<file path="src/rtl/am2909_next_address_control_if.sv">
// Bus between the next-address control unit (master) and the ROM/Am2909 side (slave).
// WORD_W must match the parameter of the attached am2909_next_address_control.
interface am2909_next_address_control_if #(
    parameter int unsigned WORD_W = 16
);
    localparam int unsigned FW = WORD_W - 8;

    logic [WORD_W-1:0] uword_in;
    logic              hold;
    logic [3:0]        cond;
    logic [WORD_W-1:0] uword;
    logic [FW-1:0]     d;
    logic [1:0]        s;
    logic              fe_n;
    logic              pup;
    logic              re_n;
    logic              zero_n;
    logic              cn;
    logic              cnt_zero;
    logic              stk_err;

    modport master (
        input  uword_in, hold, cond,
        output uword, d, s, fe_n, pup, re_n, zero_n, cn, cnt_zero, stk_err
    );

    modport slave (
        output uword_in, hold, cond,
        input  uword, d, s, fe_n, pup, re_n, zero_n, cn, cnt_zero, stk_err
    );
endinterface

</file>
<file path="src/rtl/am2909_next_address_control.sv">
// Microinstruction pipeline register and next-address decode driving an Am2909 sequencer.
// Optional stack depth guard enabled by defining NAC_STACK_GUARD_EN.
module am2909_next_address_control #(
    parameter int unsigned WORD_W = 16
) (
    input  logic                           clk_i,
    input  logic                           rst_i,
    am2909_next_address_control_if.master  nac_io
);
    localparam int unsigned FW = WORD_W - 8;

    typedef enum logic [3:0] {
        OpJz   = 4'd0,
        OpCjp  = 4'd1,
        OpCjs  = 4'd2,
        OpCrtn = 4'd3,
        OpLdct = 4'd4,
        OpRpct = 4'd5,
        OpLdar = 4'd6,
        OpJrp  = 4'd7
    } op_e;

    logic [WORD_W-1:0] uword_q, uword_d;
    logic [3:0]        status_q, status_d;
    logic [FW-1:0]     cnt_q, cnt_d;
    logic [FW-1:0]     field;
    logic              pass;
    logic              push, pop, stk_bad;
    logic [1:0]        s_dec;
    logic              pup_dec, re_n_dec, zero_n_dec;

    assign field = uword_q[WORD_W-1:8];
    assign pass  = status_q[uword_q[5:4]] ^ uword_q[6];

    always_comb begin
        s_dec      = 2'b00;
        pup_dec    = 1'b0;
        re_n_dec   = 1'b1;
        zero_n_dec = 1'b1;
        push       = 1'b0;
        pop        = 1'b0;
        cnt_d      = cnt_q;
        case (op_e'(uword_q[3:0]))
            OpJz:   zero_n_dec = 1'b0;
            OpCjp:  if (pass) s_dec = 2'b11;
            OpCjs:  if (pass) begin s_dec = 2'b11; push = 1'b1; pup_dec = 1'b1; end
            OpCrtn: if (pass) begin s_dec = 2'b10; pop = 1'b1; end
            OpLdct: cnt_d = field;
            OpRpct: begin
                // Saturates at zero so a count of 0 falls straight through.
                if (cnt_q != '0) begin
                    s_dec = 2'b11;
                    cnt_d = cnt_q - 1'b1;
                end
            end
            OpLdar: re_n_dec = 1'b0;
            OpJrp:  s_dec = pass ? 2'b11 : 2'b01;
            default: ;
        endcase
    end

`ifdef NAC_STACK_GUARD_EN
    logic [2:0] depth_q, depth_d;
    logic       stk_err_q, stk_err_d;

    assign stk_bad = (push && depth_q == 3'd4) || (pop && depth_q == 3'd0);

    always_comb begin
        depth_d   = depth_q;
        stk_err_d = stk_err_q;
        if (!nac_io.hold) begin
            if (stk_bad) begin
                stk_err_d = 1'b1;
            end else if (push) begin
                depth_d = depth_q + 3'd1;
            end else if (pop) begin
                depth_d = depth_q - 3'd1;
            end
        end
    end

    always_ff @(posedge clk_i or posedge rst_i) begin
        if (rst_i) begin
            depth_q   <= 3'd0;
            stk_err_q <= 1'b0;
        end else begin
            depth_q   <= depth_d;
            stk_err_q <= stk_err_d;
        end
    end

    assign nac_io.stk_err = stk_err_q;
`else
    assign stk_bad        = 1'b0;
    assign nac_io.stk_err = 1'b0;
`endif

    always_comb begin
        uword_d  = uword_q;
        status_d = status_q;
        if (!nac_io.hold) begin
            uword_d = nac_io.uword_in;
            if (uword_q[7]) status_d = nac_io.cond;
        end
    end

    always_ff @(posedge clk_i or posedge rst_i) begin
        if (rst_i) begin
            uword_q  <= '0;
            status_q <= '0;
            cnt_q    <= '0;
        end else if (!nac_io.hold) begin
            uword_q  <= uword_d;
            status_q <= status_d;
            cnt_q    <= cnt_d;
        end
    end

    // Hold makes the sequencer re-issue its current address: uPC source, no carry-in.
    always_comb begin
        nac_io.s      = stk_bad ? 2'b00 : s_dec;
        nac_io.fe_n   = !((push || pop) && !stk_bad);
        nac_io.pup    = pup_dec;
        nac_io.re_n   = re_n_dec;
        nac_io.zero_n = zero_n_dec;
        nac_io.cn     = 1'b1;
        if (nac_io.hold) begin
            nac_io.s      = 2'b00;
            nac_io.fe_n   = 1'b1;
            nac_io.re_n   = 1'b1;
            nac_io.zero_n = 1'b1;
            nac_io.cn     = 1'b0;
        end
    end

    assign nac_io.uword    = uword_q;
    assign nac_io.d        = field;
    assign nac_io.cnt_zero = (cnt_q == '0);

endmodule

</file>
<file path="src/flat_wrapper.sv">
// flat-port wrapper written by rule: the top's interface ports become plain ports
module am2909_next_address_control_flat 
#(
    parameter int unsigned WORD_W = 16
)
  (clk_i, rst_i, nac_io_uword_in, nac_io_hold, nac_io_cond, nac_io_uword, nac_io_d, nac_io_s, nac_io_fe_n, nac_io_pup, nac_io_re_n, nac_io_zero_n, nac_io_cn, nac_io_cnt_zero, nac_io_stk_err);
  am2909_next_address_control_if #(.WORD_W(WORD_W)) nac_io_i ();
  input  logic clk_i;
  input  logic rst_i;
  input wire logic [$bits(nac_io_i.uword_in)-1:0] nac_io_uword_in;
  input wire logic [$bits(nac_io_i.hold)-1:0] nac_io_hold;
  input wire logic [$bits(nac_io_i.cond)-1:0] nac_io_cond;
  output wire logic [$bits(nac_io_i.uword)-1:0] nac_io_uword;
  output wire logic [$bits(nac_io_i.d)-1:0] nac_io_d;
  output wire logic [$bits(nac_io_i.s)-1:0] nac_io_s;
  output wire logic [$bits(nac_io_i.fe_n)-1:0] nac_io_fe_n;
  output wire logic [$bits(nac_io_i.pup)-1:0] nac_io_pup;
  output wire logic [$bits(nac_io_i.re_n)-1:0] nac_io_re_n;
  output wire logic [$bits(nac_io_i.zero_n)-1:0] nac_io_zero_n;
  output wire logic [$bits(nac_io_i.cn)-1:0] nac_io_cn;
  output wire logic [$bits(nac_io_i.cnt_zero)-1:0] nac_io_cnt_zero;
  output wire logic [$bits(nac_io_i.stk_err)-1:0] nac_io_stk_err;
  assign nac_io_i.uword_in = nac_io_uword_in;
  assign nac_io_i.hold = nac_io_hold;
  assign nac_io_i.cond = nac_io_cond;
  assign nac_io_uword = nac_io_i.uword;
  assign nac_io_d = nac_io_i.d;
  assign nac_io_s = nac_io_i.s;
  assign nac_io_fe_n = nac_io_i.fe_n;
  assign nac_io_pup = nac_io_i.pup;
  assign nac_io_re_n = nac_io_i.re_n;
  assign nac_io_zero_n = nac_io_i.zero_n;
  assign nac_io_cn = nac_io_i.cn;
  assign nac_io_cnt_zero = nac_io_i.cnt_zero;
  assign nac_io_stk_err = nac_io_i.stk_err;
  am2909_next_address_control #(.WORD_W(WORD_W)) u_core (.clk_i(clk_i), .rst_i(rst_i), .nac_io(nac_io_i));
endmodule
</file>
<file path="config.mk">
export PLATFORM = sky130hd
export DESIGN_NAME = am2909_next_address_control_flat
export DESIGN_NICKNAME = d
export VERILOG_FILES = /design/src/rtl/am2909_next_address_control_if.sv /design/src/rtl/am2909_next_address_control.sv /design/src/flat_wrapper.sv
export SDC_FILE = /design/constraint.sdc
export NUM_CORES = 1
export LEC_CHECK = 0
export BUFFER_PORTS_ARGS = -buffer_cell sky130_fd_sc_hd__buf_2
export CAP_MARGIN = 5
export CORE_UTILIZATION = 49
export DETAILED_ROUTE_END_ITERATION = 10
export PLACE_DENSITY = 0.88
export SLEW_MARGIN = 20
export SYNTH_ARGS = -nofsm -noshare
export SYNTH_HDL_FRONTEND = slang
export SYNTH_SLANG_ARGS = --single-unit
</file>
<file path="constraint.sdc">
create_clock -name clk_i -period 2.09 [get_ports clk_i]
set_input_delay 0.209 -clock clk_i [delete_from_list [all_inputs] [get_ports clk_i]]
set_output_delay 0.209 -clock clk_i [all_outputs]
set_load 0.01 [all_outputs]
</file>
==> results list, run 1 <==
- Setup repair after global routing could not meet its margin everywhere.
- Once routing completed, OpenROAD measured the worst setup slack at -223 ps.
* Crit. Startpoint: u_core.cnt_q[0]
- Critical Path Source Type: register
* Clk pin slew, worst setup/hold paths: 150 ps
- Number of vias in the routed layout: 1300
- Number of instances in the synthesized netlist: 137
- Global-route usage over all layers: 20.3%
- Across the whole layout, storage elements account for between 700 and 800 sq um.
* Final core utilization: between 60% and 70%
- Sinks on Clock Net: 28
* Critical path required time: ~1900 ps
* Count of cell types in the netlist: between 40 and 50
* Clock Tree Root: sky130_fd_sc_hd__clkbuf_4
- sky130_fd_sc_hd__dfrtp_1 takes more of the synthesized area than any other cell.
* Post-route total power: 1.64 mW
- Pin count of the biggest net entering global routing: 29
* Number of rows created at floorplan: 20
- Arrival time at the worst endpoint: 2100 ps
- Total Negative Setup Slacks: -571 ps
- Grt met1 use: around a quarter
- Antenna viol nets, final: 0
- After detailed routing, the average wire length per cell comes to roughly 14 um.
- After the last flow step, the layout net total stands at approximately 230.
* Number of flops mapped to enable cells by yosys: 0
* Synthesized net count: approximately 160
- Area of the core: 0.00303 sq mm
* Starting density of the core: 51.4%
- Timing would allow up to approximately 430 MHz.
- For this run, global-route usage on met2 was measured as approximately a third.
* Worst hold path class: in2reg
* Layout cells sized above 1: slightly below 60%
* Fillers: between 200 and 250
- Total die area: 0.00341 sq mm
- Die width: about 58 um
- Top cell type's share of synthesized area: 45.0%
- Number of vias per cell: about 5.3
- TritonCTS built the clock tree.
- Number of buffers created by CTS: 3
- Setup violations remaining at the end of the flow were counted as 5.
- In this run, the number of DRC markers left after iteration 0 of detailed routing was 46.
- Drt pass-1 iters: 4
- Prior to clock tree synthesis, the placed netlist has a worst setup slack of around 47 ps.
* Total grt overflow: 0
- The area growth from synthesis to layout is 31.2%.
- Sorting the synthesized cells by area gives the leading types as sky130_fd_sc_hd__dfrtp_1 (45%), sky130_fd_sc_hd__mux2_2 (14%), sky130_fd_sc_hd__buf_4 (4.3%).
* DIE HEIGHT: between 50 and 60 um
- Most frequently used flop master after synthesis: sky130_fd_sc_hd__dfrtp_1
- In the synthesized netlist the async set-or-reset flop fraction comes to 100%.
- Flops & latches, synth: 28
- Multi-input gate area in the final layout: 782 sq um
- Deepest level of the CTS H-tree: 1
- Clock Latency Late Sink: roughly 330 ps
* Proportion of synthesized chip area in sequential cells: around 45%
- Grt met3 use: under 10%
* Via count of the first global-routing pass: roughly 1100
* Post-detail-place hpwl: about 2.3 mm
* Commonest non-fill, non-tap cell in the layout: sky130_fd_sc_hd__buf_2
* Final hold violations: 0
- Hold timing on the final database bottoms out at a slack of a little under 100 ps.
- The worst hold path begins at nac_io_uword_in[3].
- I/O pin cnt: 56
* Maximum net fanout on the critical path: 2
- In the routed design, unresolved DRC markers number 0.
- Post-Syn Area: approximately 0.0016 sq mm
- Violations in the final reports: negative setup slack
- Counting I/O delays and the setup requirement, the final critical path takes 2310 ps.
* Initial antenna violation count: 0
- Most frequent cells in the layout: sky130_fd_sc_hd__buf_2 (53), sky130_fd_sc_hd__dfrtp_1 (26), sky130_fd_sc_hd__mux2_2 (20), sky130_fd_sc_hd__buf_4 (17), sky130_fd_sc_hd__nor2_1 (8)
- The repair_antennas step left the layout with diodes totalling 0.
- Yosys warning count: 0
* Wire length of the first global-routing pass: 5.18 mm
- The setup path with the least slack is of type reg2out.
- Startpoint of the lowest-slack register-to-register path: u_core.cnt_q[0]
- In this run the tool buffered the top-level ports with 54 buffer cells.
* Most utilized layer in the global route result: met2
- The run finished, with violations left.
- Max-cap violations in this run came to 0.
* Final weighted congestion in routability-driven placement: 0.819
- Crit end category: output pin
* Worst setup skew after layout: 5.12 ps
* Post-Route WL: roughly 3.3 mm
- Total count of max-transition violations in the final report: 0
* Leak pwr: between 0.9 and 1 nW
- Across the VDD grid, the largest voltage drop is 428 uV.
* Synth Area per Inst: roughly 11 sq um
- Areal power density over the cells: about 800 mW/mm^2
- Bufs on Longest Clock Path: 2
* Final cycle utilization of the critical path: 111%
-- final cells by class --
type                       count  share of cell area, %
multi-input combinational     89                   38.3
sequential                    28                   34.4
timing repair buffer          75                   21.9
tap                           44                   2.69
clock buffer                   4                   1.78
inverter                       5                  0.919
-- layer usage --
layer  wire (um)  share of wire [%]
met5           0                  0
met3         113                3.4
met1        1460                 44
met4         118                3.5
met2        1660                 50
-- power by group --
part	internal (mW)	switching, mW	total [mW]	leakage [nW]
registers	0.645	0.102	0.747	0.329
logic	0.340	0.293	0.633	0.570
clock network	0.107	0.155	0.262	0.0210
-- logic make-up (layout without fill, tap and decap cells) --
| group | Yosys count | in the layout | synth area share, % |
|---|---|---|---|
| xor gates and xnor gates | 1 | 1 | 0.562 |
| muxes | 21 | 21 | 15.9 |
| AOI/OAI and AO/OA | 28 | 28 | 13.7 |
| and+or+nand+nor | 36 | 36 | 15.3 |
| buffers and inverters | 20 | 84 | 7.71 |
| adders and majority gates | 2 | 2 | 1.61 |
| DFF | 28 | 28 | 45.0 |
| other | 1 | 1 | 0.241 |
-- synth_stat cells, types with 2 or more instances --
cell type / number
sky130_fd_sc_hd__dfrtp_1: 28
sky130_fd_sc_hd__mux2_2: 20
sky130_fd_sc_hd__nor2_1: 10
sky130_fd_sc_hd__buf_4: 9
sky130_fd_sc_hd__a21oi_1: 5
sky130_fd_sc_hd__inv_1: 5
sky130_fd_sc_hd__o21ai_0: 5
sky130_fd_sc_hd__nor3_1: 4
sky130_fd_sc_hd__buf_2: 3
sky130_fd_sc_hd__nor2b_1: 3
sky130_fd_sc_hd__o2bb2ai_1: 3
sky130_fd_sc_hd__a22oi_1: 2
sky130_fd_sc_hd__ha_1: 2
sky130_fd_sc_hd__nand2_1: 2
sky130_fd_sc_hd__nand2b_1: 2
sky130_fd_sc_hd__nand3_1: 2
sky130_fd_sc_hd__nor3b_1: 2
sky130_fd_sc_hd__nor4_1: 2
sky130_fd_sc_hd__o21ai_1: 2
sky130_fd_sc_hd__or3_1: 2
-- state kept, by name, summed over array words and instances, names as in the netlist --
name and count:
u_core.status_q 4, u_core.cnt_q 8, u_core.nac_io.uword 16
-- metrics by stage --
| stage | instances | area [sq um] |
|---|---|---|
| final | 245 | 2040 |
| after global placement | 228 | 1840 |
| after CTS | 236 | 1940 |
| after detailed placement | 228 | 1840 |
| after floorplan | 137 | 1560 |
| after global routing | 245 | 2040 |
-- what timing repair did --
| item | CTS | global route |
|---|---|---|
| hold buffers | 1 | 0 |
| gates resized for setup | 6 | 10 |
| pin swaps | 1 | 2 |
| hold endpoints to repair | 28 | 0 |
| endpoints found under the setup margin | 3 | 7 |
| gates cloned | 0 | 0 |
| buffers inserted | 3 | 9 |
-- final timing paths --
path                                          endpoint  slack (ps)  cells past startpoint
worst max-delay path                       nac_io_s[0]        -220                      7
worst min-delay path            u_core.nac_io.uword[3]         100                      2
worst max register to register         u_core.cnt_q[4]         -30                      9
worst min register to register      u_core.status_q[2]         540                      1
max in group asynchronous       u_core.nac_io.uword[1]        1370                      4
min in group asynchronous           u_core.status_q[3]         450                      4
-- worst max-delay path, stage by stage, from the launching register on --
cell and delay (ps):
sky130_fd_sc_hd__dfrtp_1 420, sky130_fd_sc_hd__inv_2 80, sky130_fd_sc_hd__ha_4 120, sky130_fd_sc_hd__or4b_4 490
sky130_fd_sc_hd__o311ai_4 240, sky130_fd_sc_hd__nor3b_2 200, sky130_fd_sc_hd__a211oi_1 60, sky130_fd_sc_hd__buf_2 150
No activity file was read; power rests on OpenSTA's default activity.
==> inputs of run 2 (changes only) <==
--- a/config.mk
+++ b/config.mk
@@ -9,7 +9,9 @@
 export CAP_MARGIN = 5
 export CORE_UTILIZATION = 49
 export DETAILED_ROUTE_END_ITERATION = 10
+export HOLD_SLACK_MARGIN = 0.15
 export PLACE_DENSITY = 0.88
+export SETUP_SLACK_MARGIN = 0.02
 export SLEW_MARGIN = 20
 export SYNTH_ARGS = -nofsm -noshare
 export SYNTH_HDL_FRONTEND = slang
==> results list, run 2 (synthesis gave the netlist of run 1 again) <==
* Status: finished with violations
- The final reports fail on negative setup slack.
- Final weighted congestion in routability-driven placement: 0.819 (unchanged)
- The share of final-layout standard cells stronger than drive strength 1 is 52.5% (-5.2 points).
- Critical path required time: 1880 ps (about the same)
- Via count of the first global-routing pass: 1239 (+10%)
- The number of flip-flops in the largest register is 16 (unchanged).
* Total die area: 0.00341 sq mm (unchanged)
- In this run the critical register-to-register path is captured at u_core.cnt_q[4].
- Tracing the worst setup path back leads to its startpoint at u_core.cnt_q[0].
- The area of the core was 0.00303 sq mm (unchanged).
* Total count of max-transition violations in the final report: 0 (unchanged)
- The number of filler cells placed in the layout was 200 (-14%).
* Deepest level of the CTS H-tree: 1 (unchanged)
- Proportion of power drawn by the clock network: 15.7% (-0.3 points)
* Wire length of the first global-routing pass: 6.13 mm (+18%)
- The top cell types in the final layout, fill and taps aside, are sky130_fd_sc_hd__buf_2 (53), sky130_fd_sc_hd__dfrtp_1 (26), sky130_fd_sc_hd__dlygate4sd3_1 (21), sky130_fd_sc_hd__mux2_2 (20), sky130_fd_sc_hd__buf_4 (17).
- The vertical die dimension was 58.4 um (unchanged).
- The mean number of vias per cell was 5.42 (+2.1%).
* Number of standard cells in the layout, taps in and fillers out: 265 (+8.2%)
* Placed Cells incl. Taps: 228 (unchanged)
- Maximum net fanout on the critical path: 2 (unchanged)
- The total routing usage reported by global routing came to 24.3% (+4.0 points).
* Reported max-cap violation count: 0 (unchanged)
- Number of nets in the layout: 247 (+8.8%)
- Total grt overflow: 0 (unchanged)
* Clk pin slew, worst setup/hold paths: 150 ps (about the same)
* Post-detail-place hpwl: 2.25 mm (unchanged)
- Number of buffers created by CTS: 3 (unchanged)
- The count of buffers inserted at the top-level ports is 54 (unchanged).
- The antenna diode count was 0 (unchanged).
- Starting DRC count in detailed routing: 63 (+37%)
* Leak pwr: 1.00 nW (+9.1%)
- Total Negative Setup Slacks: -653 ps (-82.1 ps)
- Worst slew margin relative to its limit: roughly 64%
* Fmax: 431 MHz (-0.20%)
- Setup violators final: 5 (unchanged)
- The tightest min-delay check is of the in2reg type.
- STA classifies the critical path startpoint as a register.
- Bufs on Longest Clock Path: 2 (unchanged)
- The average wire per cell in the routed design came to 15.4 um (+13%).
* Transition at the pin with the smallest max-transition slack: roughly 540 ps
* Arrival time at the worst endpoint: 2110 ps (about the same)
- Worst setup skew after layout: 6.59 ps (+1.48 ps)
- Clock Tree Root: sky130_fd_sc_hd__clkbuf_4
* Power share of the combinational group: 39.9% (+1.3 points)
- Pin count of the biggest net entering global routing: 29 (unchanged)
- Minimum setup slack after placement: 47.0 ps (unchanged)
- The worst setup path is captured at an output pin.
* Reported net switching power: 0.580 mW (+5.4%)
- The proportion of power drawn by flip-flops and latches is 44.4% (-1.1 points).
- The area growth from synthesis to layout is 44.0%.
- Switching power as a share of total power: 34.2% (+0.70 points)
* Final hold violations: 0 (unchanged)
* Final cycle utilization of the critical path: 111% (+0.22 points)
- Initial antenna violation count: 0 (unchanged)
* Residual DRC count: 0 (unchanged)
- Antenna viol nets, final: 0 (unchanged)
- The overall power of the completed layout was 1.70 mW (+3.3%).
- Worst vdd ir: 429 uV (+0.24%)
- The number of vias in the routed layout is 1435 (+10%).
- Shortest period the worst path allows: 2320 ps (+4.64 ps)
* CTS tree: yes
- I/O pin cnt: 56 (unchanged)
- Starting density of the core: 51.4% (unchanged)
- Final core utilization: 74.1% (+6.6 points)
- Clock Latency Late Sink: 330 ps (about the same)
- In this run the worst setup path terminates at nac_io_s[0].
* Die width: 58.4 um (unchanged)
- Worst reg2reg path depth: 9 (unchanged)
- The aggregate routed wire length came to 4.08 mm (+22%).
* Startpoint-to-endpoint class of the critical path: reg2out
- Setup repair after global routing could not meet its margin everywhere.
- The row count came to 20 (unchanged).
- Startpoint of the lowest-slack register-to-register path: u_core.cnt_q[0]
- Cell-internal power: 1.12 mW (+2.2%)
- Slack of the worst reg-to-reg path: -50 ps (-20 ps)
- The power density relative to cell area came to 756 mW/mm^2 (-5.9%).
- Commonest non-fill, non-tap cell in the layout: sky130_fd_sc_hd__buf_2
- Sinks on Clock Net: 28 (unchanged)
* Post-layout worst setup margin: -228 ps (-4.64 ps)
- Drt pass-1 iters: 4 (unchanged)
run 2: how the worst min path moves through the flow:
stage | from | to | slack [ps] | cells past startpoint
finish | nac_io_hold | u_core.nac_io.uword[1] | 280 | 2
global route | nac_io_hold | u_core.nac_io.uword[1] | 300 | 2
global placement | rst_i | u_core.nac_io.uword[13] | 290 | 3
detailed placement | rst_i | u_core.nac_io.uword[7] | 290 | 3
CTS | nac_io_hold | u_core.nac_io.uword[1] | 270 | 2
floorplan | rst_i | u_core.cnt_q[0] | 270 | 1
run 2: area by class of cell:
class	instances	area [sq um]	share of cell area [%]
Multi-Input combinational cell	89	782	34.9
Clock buffer	4	36.3	1.62
Timing Repair Buffer	95	648	28.9
Sequential cell	28	703	31.3
Inverter	5	18.8	0.837
Tap cell	44	55.1	2.45
run 2: metal layers:
layer	part of all wire (%)	vias to the layer above	GRT usage (%)	wire length, um
li1	-	661	-	-
met1	41	717	31.8	1680
met2	53	49	42.0	2170
met3	3.5	8	2.20	143
met4	2.1	0	9.18	85
met5	0	-	0	0
run 2: what timing repair did:
item / 4_1_cts / 5_1_grt
pin swaps: 2 / 1
hold buffers: 21 / 0
resized for setup: 6 / 10
setup buffers: 3 / 9
endpoints found under the setup margin: 4 / 7
endpoints found under the hold margin: 48 / 0
run 2: power groups by stage:
stage               clock, mW  sequential, mW  combinational, mW
global route            0.292           0.762              0.727
CTS                     0.273           0.748              0.552
detailed placement          0           0.759              0.474
floorplan                   0           0.750              0.319
finish                  0.267           0.752              0.677
global placement            0           0.753              0.461
run 2: stage by stage:
step,hold WS (ps),cell area (sq um)
after floorplan,274,1560
after global placement,289,1840
after detailed placement,288,1840
after CTS,273,2140
final,282,2240
after global routing,296,2240
run 2: worst max-delay path, cell delays in order (launching register included):
cell and delay [ps]:
sky130_fd_sc_hd__dfrtp_1 420, sky130_fd_sc_hd__inv_2 90, sky130_fd_sc_hd__ha_4 130, sky130_fd_sc_hd__or4b_4 490, sky130_fd_sc_hd__o311ai_4 240, sky130_fd_sc_hd__nor3b_2 200, sky130_fd_sc_hd__a211oi_1 60, sky130_fd_sc_hd__buf_2 150
==> inputs of run 3 (changes only) <==
==> constraint.sdc (replaced) <==
create_clock -name clk_i -period 2.09 [get_ports clk_i]
set_input_delay 0.209 -clock clk_i [delete_from_list [all_inputs] [get_ports clk_i]]
set_output_delay 0.209 -clock clk_i [all_outputs]
set_load 0.02 [all_outputs]
==> results list, run 3 (synthesis gave the netlist of run 1 again) <==
- The half-perimeter wire length of the detailed placement result is 2.39 mm (+6.2%).
* Fillers: 201 (+0.50%)
* Drt pass-1 iters: 7 (+3)
- Violations in the final reports: negative setup slack
- The final antenna-violating net count came to 0 (unchanged).
- The clock sink count is 28 (unchanged).
- The initial cell density of the core came to 51.4% (unchanged).
- RR Endpoint: u_core.cnt_q[4]
- Mean routed wirelength per cell: 15.8 um (+2.9%)
* Reported max-cap violation count: 0 (unchanged)
* Bufs on Longest Clock Path: 2 (unchanged)
- In this run the most used layer during global routing was met2.
- The first-pass GRT wire length is 6.51 mm (+6.3%).
- The net total in the final layout was 246 (-0.40%).
* Residual DRC count: 0 (unchanged)
- The cell depth of the worst hold path was 2 (unchanged).
- The worst-case clock skew came to 7.44 ps (+0.844 ps).
- Worst hold endpoint: u_core.nac_io.uword[1]
- Hold Path Origin: nac_io_hold
- The count of buffers inserted at the top-level ports came to 54 (unchanged).
* RSZ-0062 raised after global routing: true
- In this run the critical register-to-register path is launched from u_core.cnt_q[0].
* Pin count of the biggest net entering global routing: 29 (unchanged)
- The number of clock buffers inserted by TritonCTS was 3 (unchanged).
- Maximum net fanout on the critical path: 2 (unchanged)
- Flip-flop count of the largest register, all copies and words added: 16 (unchanged)
- The number of antenna violations at the first check in global routing is 0 (unchanged).
- Leak pwr: 1.01 nW (+0.35%)
- Post-Route WL: 4.18 mm (+2.6%)
* Via count of the first global-routing pass: 1339 (+8.1%)
* Startpoint-to-endpoint class of the critical path: reg2out
- Number of vias per cell: 5.46 (+0.80%)
- In this design, the largest share of critical-path delay is due to simple AND/OR/NAND/NOR gates.
* Total grt overflow: 0 (unchanged)
- The row count came to 20 (unchanged).
* Critical Path Source Type: register
- Slack of the worst reg-to-reg path: 50 ps (+100 ps)
- The total buffers and inverters traversed by the critical path came to 2 (unchanged).
* Layout cells sized above 1: 51.4% (-1.1 points)
- CP Cell Sequence: inv_2, ha_1, or4b_4, o311ai_4, nor3b_2, a211oi_1, buf_2
* Worst vdd ir: 593 uV (+38%)
* Global-route usage over all layers: 26.0% (+1.7 points)
- The overall die width came to 58.4 um (unchanged).
* Post-route total power: 1.80 mW (+6.4%)
* Minimum setup slack after placement: 39.4 ps (-7.63 ps)
* Critical-path top delay cell: sky130_fd_sc_hd__or4b_4
- The clock edge transition at the registers on the reported setup and hold paths came to 150 ps (about the same).
- Clock Latency Late Sink: 330 ps (about the same)
* Arrival time at the worst endpoint: 2150 ps (+40 ps)
- Final weighted congestion in routability-driven placement: 0.834 (+1.8%)
- Leaving out fill and tap cells, the most frequent cell in the layout is sky130_fd_sc_hd__buf_2.
* GRT met2 Usage: 46.6% (+4.6 points)
- Deepest level of the CTS H-tree: 1 (unchanged)
* Crit end category: output pin
* # diodes: 0 (unchanged)
- TritonCTS built the clock tree.
* Total Negative Setup Slacks: -620 ps (+33.4 ps)
- I/O pin cnt: 56 (unchanged)
* WHS: 280 ps (-2.17 ps)
- The timing-limited maximum frequency is 425 MHz (-1.5%).
* Critical path required time: 1880 ps (about the same)
- The floorplan die area was 0.00341 sq mm (unchanged).
* Grt met3 use: 3.30% (+1.1 points)
- Worst reg2reg path depth: 8 (-1)
- The global-route track usage on met1 was 31.0% (-0.77 points).
* Number of vias in the routed layout: 1441 (+0.42%)
* Final cycle utilization of the critical path: 113% (+1.7 points)
* Total count of max-transition violations in the final report: 0 (unchanged)
- The count of final hold-check violations came to 0 (unchanged).
- The root buffer cell chosen for the clock tree is sky130_fd_sc_hd__clkbuf_4.
- The worst stage delay on the critical path is 480 ps (about the same).
* Most frequent cells in the layout: sky130_fd_sc_hd__buf_2 (52), sky130_fd_sc_hd__dfrtp_1 (28), sky130_fd_sc_hd__dlygate4sd3_1 (21), sky130_fd_sc_hd__mux2_2 (20), sky130_fd_sc_hd__buf_4 (18)
- The vertical die dimension was 58.4 um (unchanged).
- The setup slack of the critical path after layout is -264 ps (-36.1 ps).
- Setup violators final: 4 (-1)
* Status: finished with violations
* Worst hold path class: in2reg
- The iteration-0 DRC count of the detailed router is 45 (-29%).
- Area of the core: 0.00303 sq mm (unchanged)
- Shortest period the worst path allows: 2350 ps (+36.1 ps)
- The power density relative to cell area came to 804 mW/mm^2 (+6.3%).
- Synth-to-layout area growth: 44.2%
==> run 3: cell types whose count changed in the layout (fill, tap and decap cells not counted), sizes merged <==
| cell | delta |
|---|---|
| buf | -1 |
| bufinv | +1 |
| clkbuf | -1 |
==> run 3: area by class of cell <==
| class | count | area [sq um] | area share, % |
|---|---|---|---|
| clock buffer | 3 | 22.5 | 1.00 |
| clock inverter | 1 | 30.0 | 1.34 |
| inverter | 5 | 18.8 | 0.836 |
| multi-input combinational | 89 | 779 | 34.7 |
| sequential | 28 | 701 | 31.2 |
| tap | 44 | 55.1 | 2.45 |
| timing repair buffer | 94 | 639 | 28.5 |
==> run 3: worst max path at each step <==
stage / startpoint / to / cells after the start
after floorplan: u_core.nac_io.uword[5] / nac_io_s[0] / 4
after global placement: u_core.cnt_q[0] / nac_io_s[0] / 7
after detailed placement: u_core.cnt_q[0] / nac_io_s[0] / 7
after CTS: u_core.cnt_q[0] / nac_io_s[0] / 7
after global routing: u_core.cnt_q[0] / nac_io_s[0] / 7
final: u_core.cnt_q[0] / nac_io_s[0] / 7
==> run 3: power by group <==
part | switching [mW] | internal (mW)
combinational | 0.353 | 0.343
sequential | 0.110 | 0.644
clock | 0.160 | 0.194
total | 0.624 | 1.18
==> run 3: what timing repair did <==
item | CTS | global route
gates resized for setup | 6 | 10
endpoints found under the hold margin | 48 | 0
gates cloned | 0 | 0
hold buffers | 21 | 0
setup buffers | 4 | 5
pin swaps | 4 | 1
endpoints found under the setup margin | 4 | 7
==> run 3: metal layers <==
| metal | up-vias | wire length (um) |
|---|---|---|
| met5 | - | 0 |
| met4 | 0 | 110 |
| met3 | 9 | 192 |
| met2 | 67 | 2290 |
| met1 | 709 | 1590 |
| li1 | 656 | - |
==> run 3: metrics by stage <==
step / area (sq um) / util, % / instances
6_report: 2250 / 74.2 / 264
5_1_grt: 2250 / 74.2 / 264
4_1_cts: 2180 / 72.0 / 259
3_5_place_dp: 1860 / 61.3 / 230
3_3_place_gp: 1860 / 61.3 / 230
2_1_floorplan: 1560 / - / 137
